### config.mk
export PLATFORM = sky130hd
export DESIGN_NAME = timer_irq_ctrl
export DESIGN_NICKNAME = d
export VERILOG_FILES = /design/src/rtl/timer_irq_ctrl.sv
export SDC_FILE = /design/constraint.sdc
export NUM_CORES = 1
export LEC_CHECK = 0
export ABC_CLOCK_PERIOD_IN_PS = 2600
export BUFFER_PORTS_ARGS = -buffer_cell sky130_fd_sc_hd__buf_2
export CAP_MARGIN = 20
export CORE_AREA = 2 2 46 48
export DETAILED_ROUTE_END_ITERATION = 7
export DIE_AREA = 0 0 48 50
export PLACE_DENSITY_LB_ADDON = 0.15
export SYNTH_ARGS = -nofsm -noshare
export SYNTH_HDL_FRONTEND = slang
export SYNTH_SLANG_ARGS = --single-unit
### constraint.sdc
create_clock -name clk -period 2.6 [get_ports clk]
set_clock_uncertainty 0.05 [all_clocks]
set_input_delay 0.13 -clock clk [delete_from_list [all_inputs] [get_ports clk]]
set_output_delay 0.13 -clock clk [all_outputs]
set_load 0.01 [all_outputs]
### src/rtl/timer_irq_ctrl.sv
// Latches timer interrupt edges as pending bits and presents one fixed-priority request at a time to the CPU.
// Rise to pending in 1 cycle, pending to io_irqReq in 1 more; the request holds until io_irqAck.
module timer_irq_ctrl #(
   parameter int N_IRQ = 4,
   parameter int ID_W  = 2,
   parameter int CNT_W = 8
) (
   input  logic             clk,
   input  logic             reset_n,
   input  logic [N_IRQ-1:0] io_irqIn,
   input  logic [N_IRQ-1:0] io_irqMask,
   output logic             io_irqReq,
   output logic [ID_W-1:0]  io_irqId,
   input  logic             io_irqAck,
   output logic [N_IRQ-1:0] io_pending,
   output logic [CNT_W-1:0] io_missCount,
   input  logic             io_missClear
);

   typedef enum logic {IDLE, REQ} state_t;

   state_t             state_q, state_d;
   logic [ID_W-1:0]    id_q, id_d;
   logic [N_IRQ-1:0]   prev_q;
   logic [N_IRQ-1:0]   pending_q, pending_d;
   logic [CNT_W-1:0]   miss_q, miss_d;

   logic [N_IRQ-1:0]   rise;
   logic [N_IRQ-1:0]   ack_clr;
   logic [N_IRQ-1:0]   cand;
   logic [ID_W-1:0]    id_pick;
   logic               miss_hit;

   assign rise = io_irqIn & ~prev_q;
   assign cand = pending_q & ~io_irqMask;

   always_comb begin
      ack_clr = '0;
      if (state_q == REQ && io_irqAck) begin
         ack_clr[id_q] = 1'b1;
      end
   end

   // Descending scan so the last hit, i.e. the lowest index, wins.
   always_comb begin
      id_pick = '0;
      for (int i = N_IRQ - 1; i >= 0; i--) begin
         if (cand[i]) begin
            id_pick = ID_W'(i);
         end
      end
   end

   // A rise on a bit being acked in the same cycle re-arms it and is not a loss.
   assign miss_hit  = |(rise & pending_q & ~ack_clr);
   assign pending_d = rise | (pending_q & ~ack_clr);

   always_comb begin
      miss_d = miss_q;
      if (io_missClear) begin
         miss_d = miss_hit ? CNT_W'(1) : '0;
      end else if (miss_hit && miss_q != '1) begin
         miss_d = miss_q + CNT_W'(1);
      end
   end

   always_comb begin
      state_d = state_q;
      id_d    = id_q;
      case (state_q)
         IDLE: begin
            if (|cand) begin
               state_d = REQ;
               id_d    = id_pick;
            end
         end
         REQ: begin
            if (io_irqAck) begin
               state_d = IDLE;
            end
         end
         default: state_d = IDLE;
      endcase
   end

   always_ff @(posedge clk or negedge reset_n) begin
      if (!reset_n) begin
         state_q   <= IDLE;
         id_q      <= '0;
         prev_q    <= '0;
         pending_q <= '0;
         miss_q    <= '0;
      end else begin
         state_q   <= state_d;
         id_q      <= id_d;
         prev_q    <= io_irqIn;
         pending_q <= pending_d;
         miss_q    <= miss_d;
      end
   end

   assign io_irqReq    = (state_q == REQ);
   assign io_irqId     = id_q;
   assign io_pending   = pending_q;
   assign io_missCount = miss_q;

endmodule

==> qor_table.md, run 1 <==
| Quantity | Reported |
|---|---|
| Number of warnings reported in the yosys synthesis log | 0 |
| Number of I/O port buffers | 26 |
| Total gr overflow | 0 |
| Element type at the critical path start | flip-flop |
| Final standard cell utilization of the core | 0.6237 |
| Worst min-delay path category | input port to flip-flop |
| # setup viols final | 0 |
| H-tree levels | 1 |
| Filler instances | 173 |
| Maximum number of pins on one net before global-route repair | 20 |
| Global-route wire length before repair | 3477 microns |
| Detailed-routing iteration count for the pre-antenna-repair pass | 4 |
| Count of unresolved DRC violations after routing | 0 |
| TritonCTS clock tree | built |
| Post-synthesis cell count | 98 |
| Hold Vio Cnt, Final | 0 |
| Via-per-instance ratio | 5.646 |
| Yosys reg bits | 19 |
| Post-synthesis net count | 111 |
| Synth-to-Final Area Change | 23.44% |
| Period utilisation layout | 0.7630 |
| Commonest cells after routing, fill and taps aside | buf_2 (26), dfrtp_1 (19), nand2_1 (11), inv_1 (8), nor2_1 (8) |
| Number of placed I/O pins | 27 |
| CTS clock-pin slew for the worst setup and hold paths | 0.10 ns |
| Initial core utilization | 0.5053 |
| Post-CTS Setup Bufs | 0 |
| Kind of critical path | flip-flop to flip-flop |
| FF+latch area | 475.5 sq um |
| Total clock buffers created by CTS | 3 |
| Vias in the first global route | 880 |
| Violation count after the first detailed-routing iteration | 11 |
| Post-DRT Antenna Nets | 0 |
| Antenna violations before repair | 0 |
| Post-route design area | 1186 sq um |
| Leakage dissipation | 0.5556 nW |
| Fin crit period | 1.984 ns |
| Post-Syn Area per Cell | 9.805 sq um |
| Total Power | 0.9329 mW |
| Number of buffers added to fix hold violations after cts | 5 |
| Row cnt | 16 |
| Portion of the post-synthesis area used by sequential elements | 0.4948 |
| Total Die Area | 2400 sq um |
| Run status | complete, no violations |
| Max-cap violation count | 0 |
| Critical path endpoint category | flip-flop |
| Maximum ir drop on the vdd rail | 0.0004928 V |
| Power Dens Cells | 786.5 nW/um^2 |
| Total half-perimeter wirelength after legalization and detailed placement | 1497 microns |
| Share of layout cells above drive strength 1 | 0.2519 |
| Unrepaired setup endpoints after global routing | false |
| CTS root buf | clkbuf_4 |
| Total via count in the routed design | 892 |
| Setup TNS | 0 ns |
| WP data required | 2.73 ns |
| Final Slew Violations | 0 |
| Post-detailed-route wirelength per cell | 12.81 microns |
| Crit path arrival time | 2.11 ns |
| Routed Wire Length | 2024 microns |
| Max transition margin | 0.6998 |
| Post-layout net count | 145 |
| Die height | 50 microns |
| Final weighted congestion in routability-driven placement | 0.7693 |
| ANT cells | 0 |
| Number of distinct library cells after synthesis | 31 |
| Largest stage delay, worst path | 0.50 ns |
| Mapped Area | 960.9 sq um |
| Core region area | 1902 sq um |
| Die outline width | 48 microns |
| Area occupied by multi-input gates | 440.4 sq um |
| Cells along the critical path | nand3_1 -> o311ai_1 -> and4_1 -> nor3_2 -> mux2_4 |
| Fmax | 504.1 MHz |
| Transition at the pin with the smallest max-transition slack | 0.4486 ns |
| Leading cell type in the layout, fill and taps excluded | buf_2 |
| Number of gates resized after cts | 0 |
| Skew-Pair Late Insertion Delay | 0.29 ns |
| CTS max path bufs | 2 |
| Highest-delay cell along the critical path | and4_1 |
| Worst Path Max Fanout | 12 |
| Post-placement cell area | 1110 sq um |
| GRT Util Overall | 0.1960 |
| Sink count of the clock tree | 19 |
-- layer usage --
layer  up-vias  routed length (microns)  share of wire  global-route usage
met5         -                        0              0                   0
met4         0                       20         0.0099             0.06306
met3         4                       77          0.038             0.04029
met2        24                     1061           0.52              0.3289
met1       433                      865           0.43              0.2402
li1        431                        -              -                   -
-- sequential cells by signal (all words and copies together), names as in the netlist --
| register | cells |
|---|---|
| io_irqId | 2 |
| io_pending | 4 |
| prev_q | 4 |
| io_missCount | 8 |
| io_irqReq | 1 |
-- metrics by stage --
stage,instances,setup WS [ns],hold WS (ns)
after floorplan,98,0.8722,-0.2156
after global placement,149,0.7209,0.04004
after detailed placement,149,0.6456,0.04887
after CTS,158,0.6344,0.01560
after global routing,158,0.5300,0.02506
final,158,0.6163,0.02573
-- cell usage after synthesis (all sizes together) --
| cell | instances | area share |
|---|---|---|
| dfrtp | 19 | 0.49 |
| nand2 | 11 | 0.043 |
| inv | 8 | 0.031 |
| nor2 | 8 | 0.031 |
| nor2b | 7 | 0.046 |
| nand3 | 5 | 0.026 |
| o21ai | 5 | 0.026 |
| o311ai | 5 | 0.046 |
| o41ai | 4 | 0.036 |
| a21oi | 3 | 0.016 |
| mux2 | 2 | 0.027 |
| nand2b | 2 | 0.013 |
| nand4b | 2 | 0.018 |
| o31ai | 2 | 0.016 |
| a21o | 1 | 0.0078 |
| and3b | 1 | 0.0091 |
| and4 | 1 | 0.0091 |
| buf | 1 | 0.012 |
| clkbuf | 1 | 0.0039 |
| ha | 1 | 0.013 |
| mux2i | 1 | 0.010 |
| nand4 | 1 | 0.0065 |
| nor3 | 1 | 0.010 |
| nor4 | 1 | 0.0065 |
| o2111ai | 1 | 0.0091 |
| o22a | 1 | 0.0091 |
| o32ai | 1 | 0.0091 |
| or2 | 1 | 0.0065 |
| or4 | 1 | 0.0078 |
-- cells by family (layout without fill, tap and decap cells) --
group / count (synthesis) / count (layout) / synth area share
and+or+nand+nor: 42 / 42 / 0.2331
AOI/OAI and AO/OA: 23 / 23 / 0.1745
DFF: 19 / 19 / 0.4948
buffers and inverters: 10 / 43 / 0.04687
muxes: 3 / 3 / 0.03776
adders and majority gates: 1 / 1 / 0.01302
-- layout make-up --
type,count,share of cell area
inverters,8,0.02532
flip-flops and latches,19,0.4008
clock buffers,4,0.02215
multi-input cells,69,0.3713
well taps,27,0.02848
repair buffers,31,0.1519
-- where the power goes --
group	switching (mW)	internal, mW
logic	0.180	0.146
registers	0.0970	0.366
clock network	0.0852	0.0596
-- worst paths after layout --
| kind | from | to | slack [ns] | cells past startpoint |
|---|---|---|---|---|
| setup / recovery | io_irqReq | io_missCount[4] | 0.62 | 5 |
| hold / removal | io_irqAck | io_irqReq | 0.03 | 2 |
| setup reg to reg | io_irqReq | io_missCount[4] | 0.62 | 5 |
| hold reg to reg | prev_q[1] | io_pending[1] | 0.41 | 1 |
| max in group asynchronous | reset_n | io_pending[2] | 1.93 | 2 |
| min in group asynchronous | reset_n | io_missCount[3] | 0.27 | 2 |
-- critical path, delay by kind of cell (launching register included) --
family             cells  cell delay (ns)
DFF                    1             0.48
muxes                  1             0.31
AOI/OAI and AO/OA      1             0.30
and+or+nand+nor        3             0.74
No activity file was read; power rests on OpenSTA's default activity.
==> inputs of run 2 (changes only) <==
- ABC_CLOCK_PERIOD_IN_PS: 2600 -> 1900
- CORE_AREA: 2 2 46 48 -> 2 2 47 49
- DIE_AREA: 0 0 48 50 -> 0 0 49 51
- clock period: 2.6 -> 1.9 ns (I/O delays scaled with it)
==> run 2 against run 1 <==
Net effect:
- power up 43%
- highest routed layer unchanged
- first-iteration DRC count up 130%
- via count down 0.22%
- wire length up 4.9%
- clock-buffer cell count down 1
- global-route usage down 0.23 points
- largest power group unchanged
- non-clock buffer count up 3
- sequential power up 35%
==> qor_table.md, run 2 (synthesis results as in run 1) <==
| Quantity | Reported | Change |
|---|---|---|
| Post-detailed-route wirelength per cell | 13.11 microns | +2.3% |
| Share of layout cells above drive strength 1 | 0.2985 | +0.04660 |
| Max-cap violation count | 0 | unchanged |
| Final weighted congestion in routability-driven placement | 0.7673 | -0.26% |
| Setup crit end | io_missCount[5] |  |
| Via-per-instance ratio | 5.494 | -2.7% |
| H-tree levels | 1 | unchanged |
| Maximum number of pins on one net before global-route repair | 20 | unchanged |
| Hold Vio Cnt, Final | 0 | unchanged |
| Global-route wire length before repair | 3588 microns | +3.2% |
| Start point of the critical path | io_irqId[0] |  |
| Crit path arrival time | 1.87 ns | -0.24 ns |
| ANT cells | 0 | unchanged |
| Post-CTS Setup Bufs | 0 | unchanged |
| Die height | 51 microns | +2.0% |
| Sink count of the clock tree | 19 | unchanged |
| Leakage dissipation | 0.5681 nW | +2.2% |
| Total Power | 1.336 mW | +43% |
| Maximum ir drop on the vdd rail | 0.0006962 V | +41% |
| Total gr overflow | 0 | unchanged |
| WP data required | 2.04 ns | -0.69 ns |
| Run status | complete, no violations |  |
| Final worst-path setup slack | 0.1698 ns | -0.4465 ns |
| TritonCTS clock tree | built |  |
| Post-layout net count | 148 | +2.1% |
| Core region area | 2063 sq um | +8.5% |
| Commonest cells after routing, fill and taps aside | buf_2 (26), dfrtp_1 (17), nand2_1 (11), inv_1 (8) |  |
| Total half-perimeter wirelength after legalization and detailed placement | 1575 microns | +5.2% |
| Row cnt | 17 | +1 |
| Worst Path Max Fanout | 8 | -4 |
| Total via count in the routed design | 890 | -0.22% |
| Unrepaired setup endpoints after global routing | false |  |
| Transition at the pin with the smallest max-transition slack | 0.4322 ns | -0.01639 ns |
| Antenna violations before repair | 0 | unchanged |
| Number of I/O port buffers | 26 | unchanged |
| Die outline width | 49 microns | +2.1% |
| Endpoint of the worst-slack reg-to-reg timing path | io_missCount[5] |  |
| Synth-to-Final Area Change | 27.34% |  |
| Vias in the first global route | 820 | -6.8% |
| Flip-flop count of the largest register after layout | 8 | unchanged |
| CTS clock-pin slew for the worst setup and hold paths | 0.12 ns | +0.02 ns |
| Post-DRT Antenna Nets | 0 | unchanged |
| Reg2reg start | io_irqId[0] |  |
| Final standard cell utilization of the core | 0.5931 | -0.03060 |
| Max transition margin | 0.7118 | +0.01203 |
| Fin crit period | 1.730 ns | -0.2535 ns |
| Worst slack at placement | 0.03536 ns | -0.6102 ns |
| Kind of critical path | flip-flop to flip-flop |  |
| Filler instances | 202 | +17% |
| Reg2reg setup slack | 0.17 ns | -0.45 ns |
| Critical path endpoint category | flip-flop |  |
| Number of cells traversed by the worst register-to-register path | 5 | unchanged |
| Number of placed I/O pins | 27 | unchanged |
| Detailed-routing iteration count for the pre-antenna-repair pass | 4 | unchanged |
| Worst min-delay path category | input port to flip-flop |  |
| Amount of wire on met3 after detailed routing | 84 microns | +9.1% |
| Initial core utilization | 0.4657 | -0.03953 |
| CTS max path bufs | 2 | unchanged |
| Worst hold slack after final layout | 0.02058 ns | -0.005151 ns |
| Period utilisation layout | 0.9107 | +0.1477 |
| Power Dens Cells | 1092 nW/um^2 | +39% |
| Leading cell type in the layout, fill and taps excluded | buf_2 |  |
| CTS root buf | clkbuf_4 |  |
| Final Slew Violations | 0 | unchanged |
| Element type at the critical path start | flip-flop |  |
| Routed Wire Length | 2124 microns | +4.9% |
| Violation count after the first detailed-routing iteration | 25 | +14 |
| Total clock buffers created by CTS | 3 | unchanged |
| Met2 Wirelength | 1106 microns | +4.2% |
| Count of unresolved DRC violations after routing | 0 | unchanged |
| Fmax | 578.0 MHz | +15% |
| Total Die Area | 2499 sq um | +4.1% |
| Skew-Pair Late Insertion Delay | 0.31 ns | +0.02 ns |
| Top layer used by detailed routing | met4 |  |
| GRT Util Overall | 0.1937 | -0.002303 |
| Setup TNS | 0 ns | unchanged |
| # setup viols final | 0 | unchanged |
| Detailed-routing wirelength on met1 | 885 microns | +2.3% |
[run 2: cell types whose count changed in the layout (fill, tap and decap cells not counted), sizes merged]
cell         delta
buf             +2
clkbuf          -1
clkinvlp        +1
dlygate4sd3     +1
[run 2: area by class of cell]
type	count	area, sq um	area share
clock buffers	3	22.52	0.01840
flip-flops and latches	19	478.0	0.3906
clock inverters	1	7.507	0.006135
repair buffers	34	205.2	0.1677
well taps	28	35.03	0.02863
multi-input cells	69	445.4	0.3640
inverters	8	30.03	0.02454
[run 2: stage by stage]
stage / cell area, sq um / std cells
after floorplan: 960.9 / 98
after detailed placement: 1126 / 152
after CTS: 1216 / 162
after global placement: 1126 / 152
after global routing: 1224 / 162
final: 1224 / 162
[run 2: worst max-delay path, cell delays in order (launching register included)]
cell and delay [ns]:
dfrtp_2 0.47, nand4b_1 0.14, nand4b_1 0.11, and4_4 0.23, nor4_1 0.25, mux2_2 0.36
[run 2: power breakdown]
group | internal, mW | switching (mW)
clock network | 0.0803 | 0.132
registers | 0.505 | 0.120
logic | 0.231 | 0.268
total | 0.816 | 0.520
[run 2: what timing repair did]
action	4_1_cts	5_1_grt
setup endpoints to repair	0	5
gates resized for setup	0	6
hold buffers	6	0
endpoints found under the hold margin	25	0
[run 2: worst min path at each step]
stage	startpoint	endpoint	slack [ns]	cells after the start
after floorplan	reset_n	io_irqId[0]	-0.25	0
after global placement	reset_n	io_missCount[2]	0.007	1
after detailed placement	reset_n	io_missCount[2]	0.006	1
after CTS	io_missClear	io_missCount[6]	0.01	2
after global routing	io_missClear	io_missCount[6]	0.02	2
final	io_missClear	io_missCount[6]	0.02	2
[run 2: metal layers]
layer	track usage	vias up
met2	0.3311	29
met5	0	-
li1	-	432
met4	0.1333	0
met3	0.04386	6
met1	0.2162	423
